## src/rtl/keyed_heap_sorter.sv

```systemverilog
// In-place heapsort engine that works over an external dual-port RAM with synchronous reads.
// Ports:
//   clk, rst                  clock and synchronous active-high reset
//   start, num_values         begin a sort of num_values records (clamped to 2^DATA_ADDR_BITS)
//   descending                order select, sampled at start
//   abort                     cancel the sort in progress
//   we_x/waddr_x/wdata_x      RAM write port x (x = a, b), one-cycle write strobes
//   raddr_x/rdata_x           RAM read port x; rdata is valid two cycles after raddr is registered
//   busy, done, aborted       status; done and aborted are single-cycle pulses
//   progress                  current heap size (N while building, 0 when idle)
module keyed_heap_sorter #(
  parameter int unsigned DATA_ADDR_BITS = 13,
  parameter int unsigned DATA_WIDTH     = 64,
  parameter int unsigned KEY_WIDTH      = 32,
  parameter int unsigned KEY_LSB        = 0
) (
  input  logic                      clk,
  input  logic                      rst,
  input  logic                      start,
  input  logic [DATA_ADDR_BITS:0]   num_values,
  input  logic                      descending,
  input  logic                      abort,
  output logic                      we_a,
  output logic [DATA_ADDR_BITS-1:0] waddr_a,
  output logic [DATA_WIDTH-1:0]     wdata_a,
  output logic [DATA_ADDR_BITS-1:0] raddr_a,
  input  logic [DATA_WIDTH-1:0]     rdata_a,
  output logic                      we_b,
  output logic [DATA_ADDR_BITS-1:0] waddr_b,
  output logic [DATA_WIDTH-1:0]     wdata_b,
  output logic [DATA_ADDR_BITS-1:0] raddr_b,
  input  logic [DATA_WIDTH-1:0]     rdata_b,
  output logic                      busy,
  output logic                      done,
  output logic                      aborted,
  output logic [DATA_ADDR_BITS:0]   progress
);

  localparam int unsigned AW = DATA_ADDR_BITS;
  localparam int unsigned SW = DATA_ADDR_BITS + 1;
  localparam int unsigned CW = DATA_ADDR_BITS + 2;
  localparam logic [SW-1:0] MAX_N = {1'b1, {AW{1'b0}}};

  typedef enum logic [3:0] {
    IDLE, BUILD, SIFT_RD, SIFT_WAIT, SIFT_CMP, SIFT_WR,
    EXTRACT_RD, EXTRACT_WAIT, EXTRACT_WR, FINISH
  } state_t;

  state_t          state, state_n;
  logic            desc_q, desc_n;
  logic            extract_q, extract_n;
  logic            phase_q, phase_n;
  logic [SW-1:0]   size_q, size_n;
  logic [SW-1:0]   bcnt_q, bcnt_n;
  logic [AW-1:0]   node_q, node_n;
  logic [AW-1:0]   child_q, child_n;
  logic [DATA_WIDTH-1:0] node_rec_q, node_rec_n;
  logic [DATA_WIDTH-1:0] left_rec_q, left_rec_n;

  logic            we_a_n, we_b_n, busy_n, done_n, aborted_n;
  logic [AW-1:0]   waddr_a_n, waddr_b_n, raddr_a_n, raddr_b_n;
  logic [DATA_WIDTH-1:0] wdata_a_n, wdata_b_n;
  logic [SW-1:0]   progress_n;

  logic [CW-1:0]   left_idx, right_idx;
  logic            has_left, has_right, take_right, do_swap;
  logic [SW-1:0]   n_clamp;
  logic [DATA_WIDTH-1:0] cmp_node, cmp_left, pick_rec;
  logic [AW-1:0]   pick_idx;

  // True when key x belongs closer to the heap root than key y (strict, so ties never swap).
  function automatic logic prefer(input logic desc, input logic [KEY_WIDTH-1:0] x,
                                  input logic [KEY_WIDTH-1:0] y);
    return desc ? (x < y) : (x > y);
  endfunction

  // An address distinct from both written addresses (lo < hi), parked on the read ports during writes.
  function automatic logic [AW-1:0] free_addr(input logic [AW-1:0] lo, input logic [AW-1:0] hi);
    if (hi != {AW{1'b1}}) return hi + AW'(1);
    else if (lo != '0)    return '0;
    else                  return AW'(1);
  endfunction

  // Child indices are kept two bits wider than addresses so 2i+2 never wraps.
  assign left_idx  = {1'b0, node_q, 1'b1};
  assign right_idx = left_idx + CW'(1);
  assign has_left  = left_idx  < CW'(size_q);
  assign has_right = right_idx < CW'(size_q);
  assign n_clamp   = (num_values > MAX_N) ? MAX_N : num_values;

  // Node/left come straight from the RAM in the first compare cycle, from holding regs in the second.
  always_comb begin
    cmp_node   = phase_q ? node_rec_q : rdata_a;
    cmp_left   = phase_q ? left_rec_q : rdata_b;
    take_right = has_right && phase_q &&
                 prefer(desc_q, rdata_a[KEY_LSB +: KEY_WIDTH], cmp_left[KEY_LSB +: KEY_WIDTH]);
    pick_rec   = take_right ? rdata_a : cmp_left;
    pick_idx   = take_right ? AW'(right_idx) : AW'(left_idx);
    do_swap    = prefer(desc_q, pick_rec[KEY_LSB +: KEY_WIDTH], cmp_node[KEY_LSB +: KEY_WIDTH]);
  end

  // Next-state and next-output logic.
  always_comb begin
    state_n    = state;
    desc_n     = desc_q;
    extract_n  = extract_q;
    phase_n    = 1'b0;
    size_n     = size_q;
    bcnt_n     = bcnt_q;
    node_n     = node_q;
    child_n    = child_q;
    node_rec_n = node_rec_q;
    left_rec_n = left_rec_q;
    we_a_n     = 1'b0;
    we_b_n     = 1'b0;
    waddr_a_n  = waddr_a;
    waddr_b_n  = waddr_b;
    wdata_a_n  = wdata_a;
    wdata_b_n  = wdata_b;
    raddr_a_n  = raddr_a;
    raddr_b_n  = raddr_b;
    busy_n     = busy;
    done_n     = 1'b0;
    aborted_n  = 1'b0;

    case (state)
      IDLE: begin
        if (start && !busy) begin
          size_n    = n_clamp;
          desc_n    = descending;
          extract_n = 1'b0;
          busy_n    = 1'b1;
          if (n_clamp <= SW'(1)) begin
            state_n = FINISH;
          end else begin
            bcnt_n  = n_clamp >> 1;
            state_n = BUILD;
          end
        end
      end
      // bcnt counts the build indices still to sift; index sifted is bcnt-1.
      BUILD: begin
        if (bcnt_q == '0) begin
          extract_n = 1'b1;
          state_n   = EXTRACT_RD;
        end else begin
          node_n  = AW'(bcnt_q - SW'(1));
          bcnt_n  = bcnt_q - SW'(1);
          state_n = SIFT_RD;
        end
      end
      SIFT_RD: begin
        raddr_a_n = node_q;
        raddr_b_n = AW'(left_idx);
        state_n   = SIFT_WAIT;
      end
      SIFT_WAIT: begin
        if (has_right) raddr_a_n = AW'(right_idx);
        state_n = SIFT_CMP;
      end
      SIFT_CMP: begin
        if (!phase_q) begin
          node_rec_n = rdata_a;
          left_rec_n = rdata_b;
        end
        if (!has_left) begin
          state_n = extract_q ? EXTRACT_RD : BUILD;
        end else if (has_right && !phase_q) begin
          phase_n = 1'b1;  // right child lands on port A one cycle later
        end else if (do_swap) begin
          we_a_n    = 1'b1;
          waddr_a_n = node_q;
          wdata_a_n = pick_rec;
          we_b_n    = 1'b1;
          waddr_b_n = pick_idx;
          wdata_b_n = cmp_node;
          raddr_a_n = free_addr(node_q, pick_idx);
          raddr_b_n = free_addr(node_q, pick_idx);
          child_n   = pick_idx;
          state_n   = SIFT_WR;
        end else begin
          state_n = extract_q ? EXTRACT_RD : BUILD;
        end
      end
      SIFT_WR: begin
        node_n  = child_q;
        state_n = SIFT_RD;
      end
      EXTRACT_RD: begin
        if (size_q <= SW'(1)) begin
          state_n = FINISH;
        end else begin
          raddr_a_n = '0;
          raddr_b_n = AW'(size_q - SW'(1));
          state_n   = EXTRACT_WAIT;
        end
      end
      EXTRACT_WAIT: begin
        if (!phase_q) begin
          phase_n = 1'b1;
        end else begin
          we_a_n    = 1'b1;
          waddr_a_n = '0;
          wdata_a_n = rdata_b;
          we_b_n    = 1'b1;
          waddr_b_n = AW'(size_q - SW'(1));
          wdata_b_n = rdata_a;
          raddr_a_n = free_addr('0, AW'(size_q - SW'(1)));
          raddr_b_n = free_addr('0, AW'(size_q - SW'(1)));
          state_n   = EXTRACT_WR;
        end
      end
      EXTRACT_WR: begin
        size_n = size_q - SW'(1);
        if (size_q == SW'(2)) begin
          state_n = FINISH;
        end else begin
          node_n  = '0;
          state_n = SIFT_RD;
        end
      end
      FINISH: begin
        done_n  = 1'b1;
        busy_n  = 1'b0;
        state_n = IDLE;
      end
      default: state_n = IDLE;
    endcase

    if (abort && busy) begin
      state_n   = IDLE;
      we_a_n    = 1'b0;
      we_b_n    = 1'b0;
      busy_n    = 1'b0;
      done_n    = 1'b0;
      aborted_n = 1'b1;
    end

    progress_n = (state_n == IDLE) ? '0 : size_n;
  end

  // State and registered outputs.
  always_ff @(posedge clk) begin
    if (rst) begin
      state      <= IDLE;
      desc_q     <= 1'b0;
      extract_q  <= 1'b0;
      phase_q    <= 1'b0;
      size_q     <= '0;
      bcnt_q     <= '0;
      node_q     <= '0;
      child_q    <= '0;
      node_rec_q <= '0;
      left_rec_q <= '0;
      we_a       <= 1'b0;
      we_b       <= 1'b0;
      waddr_a    <= '0;
      waddr_b    <= '0;
      wdata_a    <= '0;
      wdata_b    <= '0;
      raddr_a    <= '0;
      raddr_b    <= '0;
      busy       <= 1'b0;
      done       <= 1'b0;
      aborted    <= 1'b0;
      progress   <= '0;
    end else begin
      state      <= state_n;
      desc_q     <= desc_n;
      extract_q  <= extract_n;
      phase_q    <= phase_n;
      size_q     <= size_n;
      bcnt_q     <= bcnt_n;
      node_q     <= node_n;
      child_q    <= child_n;
      node_rec_q <= node_rec_n;
      left_rec_q <= left_rec_n;
      we_a       <= we_a_n;
      we_b       <= we_b_n;
      waddr_a    <= waddr_a_n;
      waddr_b    <= waddr_b_n;
      wdata_a    <= wdata_a_n;
      wdata_b    <= wdata_b_n;
      raddr_a    <= raddr_a_n;
      raddr_b    <= raddr_b_n;
      busy       <= busy_n;
      done       <= done_n;
      aborted    <= aborted_n;
      progress   <= progress_n;
    end
  end

endmodule

```

## config.mk

```make
export PLATFORM = sky130hd
export DESIGN_NAME = keyed_heap_sorter
export DESIGN_NICKNAME = d
export VERILOG_FILES = /design/src/rtl/keyed_heap_sorter.sv
export SDC_FILE = /design/constraint.sdc
export NUM_CORES = 1
export LEC_CHECK = 0
export CORE_ASPECT_RATIO = 0.5
export CORE_UTILIZATION = 40
export DETAILED_ROUTE_END_ITERATION = 8
export PLACE_DENSITY = 0.71
export SYNTH_ARGS = -nofsm -noshare
export SYNTH_HDL_FRONTEND = slang
export SYNTH_SLANG_ARGS = --single-unit
```

## constraint.sdc

```tcl
create_clock -name clk -period 8.2 [get_ports clk]
set_input_delay 1.64 -clock clk [delete_from_list [all_inputs] [get_ports clk]]
set_output_delay 1.64 -clock clk [all_outputs]
set_load 0.1 [all_outputs]
```

== Word-level counts from Yosys, hierarchy flattened ==
Index checks and enable logic that the tools add are counted.

* $add $sub $neg: 5
* Multipliers: 0
* Divide/modulo/power cells: 0
* Magnitude comparators: 9
* Eq/ne operators: 23
* Shift-type cells: 0
* Muxes and demuxes: 76
* Bitwise gates (word level): 1
* Reduce and logical (&&, ||, !) cells: 28

{| class="wikitable"
|+ Operator list
! operator !! number
|-
| two-way mux 64 bit || 11
|-
| two-way mux 13 bit || 20
|-
| one-hot mux 64 bit (2 select lines) || 2
|-
| two-way mux 14 bit || 5
|-
| one-hot mux 13 bit (5 select lines) || 1
|-
| greater-than comparator 32 bit || 2
|-
| < comparator 32 bit || 2
|-
| one-hot mux 14 bit (2 select lines) || 2
|-
| one-hot mux 13 bit (2 select lines) || 2
|-
| one-hot mux 13 bit (4 select lines) || 1
|-
| one-hot mux 13 bit (3 select lines) || 1
|-
| one-hot mux 4 bit (9 select lines) || 1
|-
| two-way mux 4 bit || 8
|-
| <= comparator 14 x 1 -> 1 bit (second input constant) || 2
|-
| subtractor 14 x 1 -> 14 bit (second input constant) || 2
|-
| adder 13 x 1 -> 13 bit (second input constant) || 2
|-
| inequality test 13 bit (second input constant) || 2
|-
| inequality test 2 bit (second input constant) || 11
|-
| equality test 4 x 3 -> 1 bit (second input constant) || 4
|-
| adder 14 x 1 -> 15 bit (second input constant) || 1
|-
| < comparator 15 x 14 -> 1 bit || 1
|-
| two-way mux 1 bit || 15
|-
| equality test 14 x 2 -> 1 bit (second input constant) || 1
|-
| greater-than comparator 14 bit (second input constant) || 1
|-
| other kinds (23) || 42
|}

* Register bits: 387
* Bits in latches: 0
* Bits in writable memories: 0
* Memory bits (read-only): 0
* Input bits: 147
* Output and inout bits: 199
* Logic and storage cells: 163
* Memories: 0

== Depth between registers and ports, before layout ==
Gate-level depths: netlist of run 1.

* Word-level depth: 14
* Mapped depth: 34
* Depth with buffers taken out: 28

== Worst setup path after synthesis of run 1 ==
OpenSTA, ideal clock, no wires.

* Kind: in2reg
* From: input rdata_b[14]
* To: register waddr_b[11]
* Library setup time: 0.070 ns
* Arrival: 6.611 ns
* Required time: 8.130 ns
* Setup slack: 1.519 ns
* Cell stages on the path: 26
* Path buffers: 4
* Path through: mux2i_1 ha_1 nand4_2 nor4_2 a21boi_2 o41a_4 o21ai_4 a21oi_4 inv_2 clkbuf_1 clkbuf_1 a21oi_1 ha_1 a21o_1 a21o_1 a21o_1 a211oi_1 o21ai_0 a21oi_1 and4_1 o21a_1 buf_4 a41oi_2 buf_2 or4_1 a21oi_1

* Cells in the longest elaborated chain, start to end: 9
* Elaborated cells between the ends (all ways): 16
* Classes of those cells: 4 x order compare; 1 x eq/ne; 9 x mux; 2 x reduce/logical

{| class="wikitable"
|+ RTL lines
! element !! RTL line !! text
|-
| start, declared || 32 || <nowiki>input logic [DATA_WIDTH-1:0] rdata_b,</nowiki>
|-
| two-way mux 64 bit (*) || - ||
|-
| greater-than comparator 32 bit / < comparator 32 bit (equally long branches) || 74 || <nowiki>return desc ? (x < y) : (x > y);</nowiki>
|-
| two-way mux 1 bit || 74 ||
|-
| logical AND 1 bit || 95 || <nowiki>take_right = has_right && phase_q &&</nowiki>
|-
| two-way mux 64 bit / two-way mux 13 bit (equally long branches) || 97, 98 ||
|-
| greater-than comparator 32 bit, or another cell as far along || 74 ||
|-
| two-way mux 1 bit / two-way mux 13 bit (equally long branches) || 74, 168 ||
|-
| inequality test 2 bit (no source line) / two-way mux 13 bit (equally long branches) || - ||
|-
| AND reduction 5 bit (no source line) / one-hot mux 13 bit (2 select lines) (equally long branches) || - ||
|-
| end signal, assigned || 281 || <nowiki>waddr_b <= waddr_b_n;</nowiki>
|-
| end, declared || 29 || <nowiki>output logic [DATA_ADDR_BITS-1:0] waddr_b,</nowiki>
|}

Mark *: on every way between the ends. The rest lies on a longest branch, timed or not. The select of a mux whose other input is x is not followed.
A chain may end at the register's enable or synchronous reset.

== Final worst setup path of run 1 ==
* From: input rdata_b[26]
* To: register wdata_a[8]

* Cells in the longest elaborated chain, start to end: 9
* Elaborated cells between the ends (all ways): 15
* Classes of those cells: 4 x order compare; 1 x eq/ne; 8 x mux; 2 x reduce/logical

{| class="wikitable"
|+ RTL lines
! element !! RTL line !! text
|-
| two-way mux 64 bit (*) || - ||
|-
| greater-than comparator 32 bit / < comparator 32 bit (equally long branches) || 74 ||
|-
| two-way mux 1 bit || 74 ||
|-
| logical AND 1 bit || 95 ||
|-
| two-way mux 64 bit (*) || 97 || <nowiki>pick_rec = take_right ? rdata_a : cmp_left;</nowiki>
|-
| greater-than comparator 32 bit, or another cell as far along || 74 ||
|-
| two-way mux 1 bit / two-way mux 64 bit (equally long branches) || 74, 168 ||
|-
| inequality test 2 bit (no source line) / two-way mux 64 bit (equally long branches) || - ||
|-
| AND reduction 5 bit (no source line) / one-hot mux 64 bit (2 select lines) (equally long branches) || - ||
|-
| end signal, assigned || 282 || <nowiki>wdata_a <= wdata_a_n;</nowiki>
|-
| end, declared || 25 || <nowiki>output logic [DATA_WIDTH-1:0] wdata_a,</nowiki>
|}

Marks and branches as above.

==> results of run 1 <==
==> power breakdown <==
group | total [µW] | switching, µW | internal (µW)
Combinational | 2980 | 2100 | 875
Sequential | 2210 | 168 | 2040
Clock | 1810 | 788 | 1020
Total | 7000 | 3060 | 3940
==> worst max-delay path: stages <==
cell and delay (ns):
sky130_fd_sc_hd__clkdlybuf4s50_1 0.45, sky130_fd_sc_hd__mux2i_1 0.25, sky130_fd_sc_hd__ha_1 0.33, sky130_fd_sc_hd__nand4_1 0.19, sky130_fd_sc_hd__inv_1 0.06, sky130_fd_sc_hd__a221oi_1 0.51
sky130_fd_sc_hd__o211a_1 0.23, sky130_fd_sc_hd__nand3_1 0.23, sky130_fd_sc_hd__a21oi_4 0.23, sky130_fd_sc_hd__clkinv_2 0.21, sky130_fd_sc_hd__buf_4 0.22, sky130_fd_sc_hd__nor2_1 0.09
sky130_fd_sc_hd__a21oi_1 0.07, sky130_fd_sc_hd__ha_1 0.32, sky130_fd_sc_hd__nand4_1 0.19, sky130_fd_sc_hd__nor4_1 0.55, sky130_fd_sc_hd__nand2_1 0.17, sky130_fd_sc_hd__a21o_1 0.20
sky130_fd_sc_hd__a311oi_1 0.28, sky130_fd_sc_hd__o21a_1 0.46, sky130_fd_sc_hd__a41oi_4 0.36, sky130_fd_sc_hd__nor2_4 0.19, sky130_fd_sc_hd__buf_4 0.41, sky130_fd_sc_hd__a311oi_1 0.17
==> worst paths after layout <==
kind / from / end / slack (ns) / depth (start not counted)
max reg2reg: node_q[3]$_SDFFE_PP0P_ / wdata_a[8]$_SDFFE_PP0P_ / 0.59 / 26
min: left_rec_q[60]$_SDFFE_PP0P_ / left_rec_q[60]$_SDFFE_PP0P_ / 0.45 / 2
max: rdata_b[26] / wdata_a[8]$_SDFFE_PP0P_ / 0.54 / 24
min reg2reg: left_rec_q[60]$_SDFFE_PP0P_ / left_rec_q[60]$_SDFFE_PP0P_ / 0.45 / 2
==> cells in the mapped netlist, types with 11 or more instances <==
| library cell | count |
|---|---|
| sky130_fd_sc_hd__a211oi_1 | 93 |
| sky130_fd_sc_hd__clkbuf_1 | 159 |
| sky130_fd_sc_hd__nand4_1 | 36 |
| sky130_fd_sc_hd__dfxtp_1 | 387 |
| sky130_fd_sc_hd__ha_1 | 97 |
| sky130_fd_sc_hd__buf_1 | 23 |
| sky130_fd_sc_hd__nor4_1 | 12 |
| sky130_fd_sc_hd__a311oi_1 | 65 |
| sky130_fd_sc_hd__nand2_1 | 392 |
| sky130_fd_sc_hd__a21oi_1 | 372 |
| sky130_fd_sc_hd__nand3_1 | 64 |
| sky130_fd_sc_hd__o22ai_1 | 36 |
| sky130_fd_sc_hd__nor3_1 | 34 |
| sky130_fd_sc_hd__o21a_1 | 13 |
| sky130_fd_sc_hd__xor2_1 | 18 |
| sky130_fd_sc_hd__o211ai_1 | 21 |
| sky130_fd_sc_hd__o21ai_0 | 146 |
| sky130_fd_sc_hd__inv_1 | 32 |
| sky130_fd_sc_hd__xnor2_1 | 40 |
| sky130_fd_sc_hd__and3_1 | 11 |
| sky130_fd_sc_hd__buf_2 | 37 |
| sky130_fd_sc_hd__a21o_1 | 19 |
| sky130_fd_sc_hd__a22oi_1 | 17 |
| sky130_fd_sc_hd__o2111ai_1 | 40 |
| sky130_fd_sc_hd__mux2i_1 | 81 |
| sky130_fd_sc_hd__and2_1 | 20 |
| sky130_fd_sc_hd__nor2_1 | 248 |
==> sequential cells by signal (all words and copies together), names as in the netlist, 4 cells and up <==
name and flops:
size_q 14, node_rec_q 64, state 4, wdata_a 64
wdata_b 64, bcnt_q 14, raddr_b 13, child_q 13
progress 14, raddr_a 13, waddr_a 13, waddr_b 13
node_q 13, left_rec_q 64
==> stage by stage <==
step | util [%] | std cells | setup slack [ns] | instance area [µm²]
finish | 51.4 | 3604 | 0.543 | 26200
global route | 51.4 | 3604 | 0.168 | 26200
CTS | 51.4 | 3602 | 0.613 | 26200
detailed placement | 48.9 | 3537 | 0.0482 | 25000
global placement | 48.9 | 3537 | 0.231 | 25000
floorplan | - | 2669 | 1.52 | 21000
==> area by class of cell <==
type | count | area, µm² | area share [%]
Clock inverter | 12 | 133 | 0.505
Inverter | 34 | 129 | 0.491
Clock buffer | 53 | 1120 | 4.27
Antenna cell | 2 | 5.00 | 0.0191
Sequential cell | 387 | 7750 | 29.5
Tap cell | 690 | 863 | 3.29
Timing Repair Buffer | 404 | 3940 | 15.0
Multi-Input combinational cell | 2022 | 12300 | 46.9
==> kinds of logic after synthesis <==
| logic type | synth area share (%) |
|---|---|
| mux | 3.86 |
| simple gates | 18.8 |
| flops | 36.8 |
| fa+ha+maj | 5.77 |
| xor+xnor | 2.42 |
| compound gates | 27.3 |
| buf+inv | 5.04 |
==> cells in the final DEF, fill, tap and decap left out, drive strengths merged, types with 6 or more instances in the layout <==
cell           instances
clkinv                 9
o211ai                23
nor2                 250
xor2                  18
nand3b                 9
a221o                  7
buf                   60
o2111ai               40
xnor2                 40
o22ai                 36
nand4                 37
a22oi                 17
or2                    8
nand2                393
nor2b                 10
dfxtp                387
nor3                  35
nand3                 64
o21ai                150
o21a                  13
ha                    97
and2                  20
clkbuf                53
a21o                  19
a31oi                 12
nor4                  17
a211oi                95
or3                   10
a311oi                67
and3                  11
clkdlybuf4s50        344
mux2i                 81
or4                    6
nand2b                 7
inv                   34
a21oi                373
==> per-layer routing <==
layer / global-route usage, % / wire length (µm)
met3: 4.92 / 5950
met4: 10.3 / 2860
met1: 38.3 / 34700
met2: 43.8 / 35400
met5: 0 / 0
==> reports/summary.json, run 1 <==
{
  "netlist-cell-type-count": 87,
  "netlist_area_um2": 21000,
  "maxSlewViolCount": 0,
  "worst_setup_path_start_kind": "input pin",
  "async_reset_ff_share_pct": 0,
  "fp-row-count": 58,
  "postSynth.topFlopCell": "sky130_fd_sc_hd__dfxtp_1",
  "first_pass_iters": 6,
  "cap_violations": 0,
  "routed_vias": 21400,
  "ctsRootBufferMaster": "sky130_fd_sc_hd__clkbuf_16",
  "drtIter0Drc": 2458,
  "design_power_total_uw": 7000,
  "die_height_um": 164,
  "synthDominantAreaCellType": "sky130_fd_sc_hd__dfxtp_1",
  "first_global_vias": 19800,
  "grt_antenna_before_repair": 2,
  "maximum_number_of_pins_on_one_net_before_global_route_repair": 136,
  "leakage_power_uw": 0.00917,
  "start_util_pct": 41.2,
  "actual_slew_at_the_worst_max_slew_pin_ns": 1.23,
  "path_clk_slew_ns": 0.06,
  "global_route.usage.total_pct": 27.9,
  "worst_ep_arrival_time_ns": 8.03,
  "wl_per_cell_um": 21.9,
  "fin_skew_ns": 0.0385,
  "yosysWarningCount": 0,
  "clock_sinks": 387,
  "globalRouteOverflowTotal": 0,
  "design.final.nets": 3132,
  "synth_enable_flop_cells": 0,
  "max-clock-path-buffers": 3,
  "average_size_of_a_mapped_cell_um2": 7.88,
  "io_buffers": 345,
  "pwr_per_cell_area_nw_per_um2": 267,
  "maxSlewHeadroom_pct": 18.3,
  "setup_failing_eps_final": 0,
  "dieArea_um2": 53600,
  "finalCriticalPeriod_ns": 7.66,
  "setup_repair_after_global_routing_missed_its_margin": "false",
  "dp.final_hpwl_um": 54600,
  "nFillCells": 4884,
  "cell_count_after_synthesis": 2669,
  "floorplan.io_pins": 346,
  "gp_congestion": 1.01,
  "cts_buffers": 39,
  "route.final.wire_length_um": 78900,
  "area_added_between_synthesis_and_finish_pct": 24.8,
  "class_of_the_worst_hold_path": "reg2reg",
  "run_status": "complete, no violations",
  "worst_setup_path_end_kind": "flop",
  "post_dr_vias_cell": 5.95,
  "vdd_ir_drop_max_mv": 0.192,
  "post_synth_main_area_contributors": "sky130_fd_sc_hd__dfxtp_1, sky130_fd_sc_hd__a21oi_1, sky130_fd_sc_hd__nand2_1, sky130_fd_sc_hd__ha_1, sky130_fd_sc_hd__nor2_1",
  "route.antenna.remaining_nets": 0,
  "grt_first_pass_wirelength_um": 118000,
  "drive_above_1_share_pct": 5.87,
  "cp.required_ns": 8.57,
  "cp_max_fo": 36,
  "achievable-frequency_mhz": 131,
  "cts_resized": 0,
  "fin_worst_hold_slack_ns": 0.454,
  "synth.yosys.seq_area_share_pct": 36.8,
  "route.detailed.drc": 0,
  "syn_nets": 2913,
  "die_x_um": 326,
  "timing.final.crit_share_pct": 93.4,
  "floorplan.core_area_um2": 51100,
  "report.final.hold_viol_count": 0,
  "cts_max_level": 2,
  "hold_buf_count_cts": 0,
  "ys_ff_latch": 387,
  "clk_latency_ns": 0.57,
  "tritoncts_clock_tree": "yes",
  "synth.top_cell.area_share_pct": 36.8,
  "fin_setup_tns_ns": 0,
  "worst-setup-path-type": "in2reg",
  "postCtsSetupBuffers": 0
}
Power figures use the tool's default switching activity.
==> inputs of run 2 (changes only) <==
- CORE_ASPECT_RATIO: 0.5 -> 0.8
==> reports/summary.json, run 2 (synthesis gave the netlist of run 1 again) <==
{
  "io_buffers": 345,
  "cts_buffers": 42,
  "cp_max_fo": 21,
  "grt_first_pass_wirelength_um": 124000,
  "m1WireLength_um": 35600,
  "critical_path.slowest_cell": "sky130_fd_sc_hd__nor2_2",
  "achievable-frequency_mhz": 127,
  "die_x_um": 258,
  "finalCriticalPeriod_ns": 7.86,
  "fin_worst_hold_slack_ns": 0.453,
  "routed.top_layer": "met5",
  "cp.required_ns": 8.60,
  "cap_violations": 0,
  "clock_sinks": 387,
  "max-clock-path-buffers": 3,
  "report.final.hold_viol_count": 0,
  "maxSlewViolCount": 0,
  "route.antenna.remaining_nets": 0,
  "place_worst_setup_slack_ns": -0.0405,
  "global_route.usage.total_pct": 29.2,
  "actual_slew_at_the_worst_max_slew_pin_ns": 1.18,
  "worst_setup_path_start_kind": "flop",
  "start_util_pct": 40.9,
  "die_height_um": 207,
  "floorplan.io_pins": 346,
  "setup_repair_after_global_routing_missed_its_margin": "false",
  "timing.critical_path.slowest_cell_delay_ns": 0.90,
  "worst-setup-path-type": "reg2reg",
  "vdd_ir_drop_max_mv": 0.168,
  "routed_vias": 21900,
  "run_status": "complete, no violations",
  "crit_buf_inv": 2,
  "worst_setup_path_end_kind": "flop",
  "drive_above_1_share_pct": 6.29,
  "route.final.wire_length_um": 81300,
  "gp_congestion": 0.991,
  "post_dr_vias_cell": 6.07,
  "path_clk_slew_ns": 0.06,
  "wl_per_cell_um": 22.5,
  "fp-row-count": 74,
  "setup_failing_eps_final": 0,
  "floorplan.core_area_um2": 51500,
  "detailroute.wirelength.met3_um": 8430,
  "drtIter0Drc": 2496,
  "timing.final.crit_share_pct": 95.9,
  "cts_resized": 0,
  "class_of_the_worst_hold_path": "reg2reg",
  "ctsRootBufferMaster": "sky130_fd_sc_hd__clkbuf_16",
  "first_global_vias": 20700,
  "route.detailed.drc": 0,
  "placed_cells_incl_taps": 3529,
  "post-route-worst-setup-slack_ns": 0.337,
  "detailed_routed_wire_length_on_met2_um": 35200,
  "globalRouteOverflowTotal": 0,
  "design.final.nets": 3134,
  "design_power_total_uw": 7190,
  "post_layout_nonfiller_instances": 3611,
  "final_common_cell": "sky130_fd_sc_hd__nand2_1",
  "area_added_between_synthesis_and_finish_pct": 25.6,
  "maxSlewHeadroom_pct": 21.4,
  "maximum_number_of_pins_on_one_net_before_global_route_repair": 149,
  "nFillCells": 4816,
  "hold_buf_count_cts": 0,
  "leakage_power_uw": 0.00926,
  "worst_ep_arrival_time_ns": 8.26,
  "first_pass_iters": 9,
  "fin_skew_ns": 0.0174,
  "layout.cells.most_common_list": "sky130_fd_sc_hd__nand2_1, sky130_fd_sc_hd__dfxtp_1, sky130_fd_sc_hd__a21oi_1",
  "grt_antenna_before_repair": 5,
  "tritoncts_clock_tree": "yes",
  "dieArea_um2": 53500,
  "clk_latency_ns": 0.58,
  "cpLargestDelayFamily": "simple AND/OR/NAND/NOR gates",
  "cts_max_level": 2,
  "dp.final_hpwl_um": 56400,
  "pwr_per_cell_area_nw_per_um2": 272,
  "postCtsSetupBuffers": 0
}
[run 2: cell count changes in the layout (fill, tap and decap cells not counted), moves of 2 or more]
cell	change
sky130_fd_sc_hd__clkdlybuf4s50_1	-2
sky130_fd_sc_hd__clkbuf_16	+3
sky130_fd_sc_hd__clkinv_2	+4
sky130_fd_sc_hd__clkbuf_8	+2
sky130_fd_sc_hd__clkbuf_1	+2
sky130_fd_sc_hd__bufinv_16	+2
[run 2: layout make-up]
cell class	count	area, µm²	share of cell area (%)
sequential	387	7750	29.3
tap	684	856	3.24
inverter	34	129	0.488
multi-input combinational	2023	12300	46.6
antenna	3	7.51	0.0284
clock inverter	18	218	0.824
timing repair buffer	402	3920	14.8
clock buffer	60	1230	4.65
[run 2: path summary, 6_finish.rpt]
| check | from | to | slack [ns] | cells past startpoint |
|---|---|---|---|---|
| max reg2reg | node_q[0]$_SDFFE_PP0P_ | wdata_a[4]$_SDFFE_PP0P_ | 0.34 | 27 |
| min | raddr_a[4]$_SDFFE_PP0P_ | raddr_a[4]$_SDFFE_PP0P_ | 0.45 | 2 |
| max | node_q[0]$_SDFFE_PP0P_ | wdata_a[4]$_SDFFE_PP0P_ | 0.34 | 27 |
| min reg2reg | raddr_a[4]$_SDFFE_PP0P_ | raddr_a[4]$_SDFFE_PP0P_ | 0.45 | 2 |
[run 2: tightest hold or removal path, delay by kind of cell, from the launching register on]
kind | cells | cell delay, ns
and+or+nand+nor | 1 | 0.05
AOI/OAI and AO/OA | 1 | 0.05
DFF | 1 | 0.31
[run 2: power breakdown]
part	switching, µW	internal (µW)	total, µW
Combinational	2090	882	2970
Sequential	166	2040	2210
Clock	829	1180	2010
Total	3080	4100	7190
[run 2: routing by layer]
| metal | global-route usage, % | vias to the layer above |
|---|---|---|
| met2 | 43.5 | 1152 |
| li1 | - | 10200 |
| met3 | 7.37 | 149 |
| met5 | 0 | - |
| met1 | 41.4 | 10500 |
| met4 | 8.45 | 6 |
[run 2: stage by stage]
step / TNS, ns / area [µm²] / utilization [%]
CTS: 0 / 26400 / 51.3
global route: 0 / 26400 / 51.3
global placement: 0 / 25000 / 48.5
finish: 0 / 26400 / 51.3
floorplan: 0 / 21000 / -
detailed placement: -0.517 / 25000 / 48.5
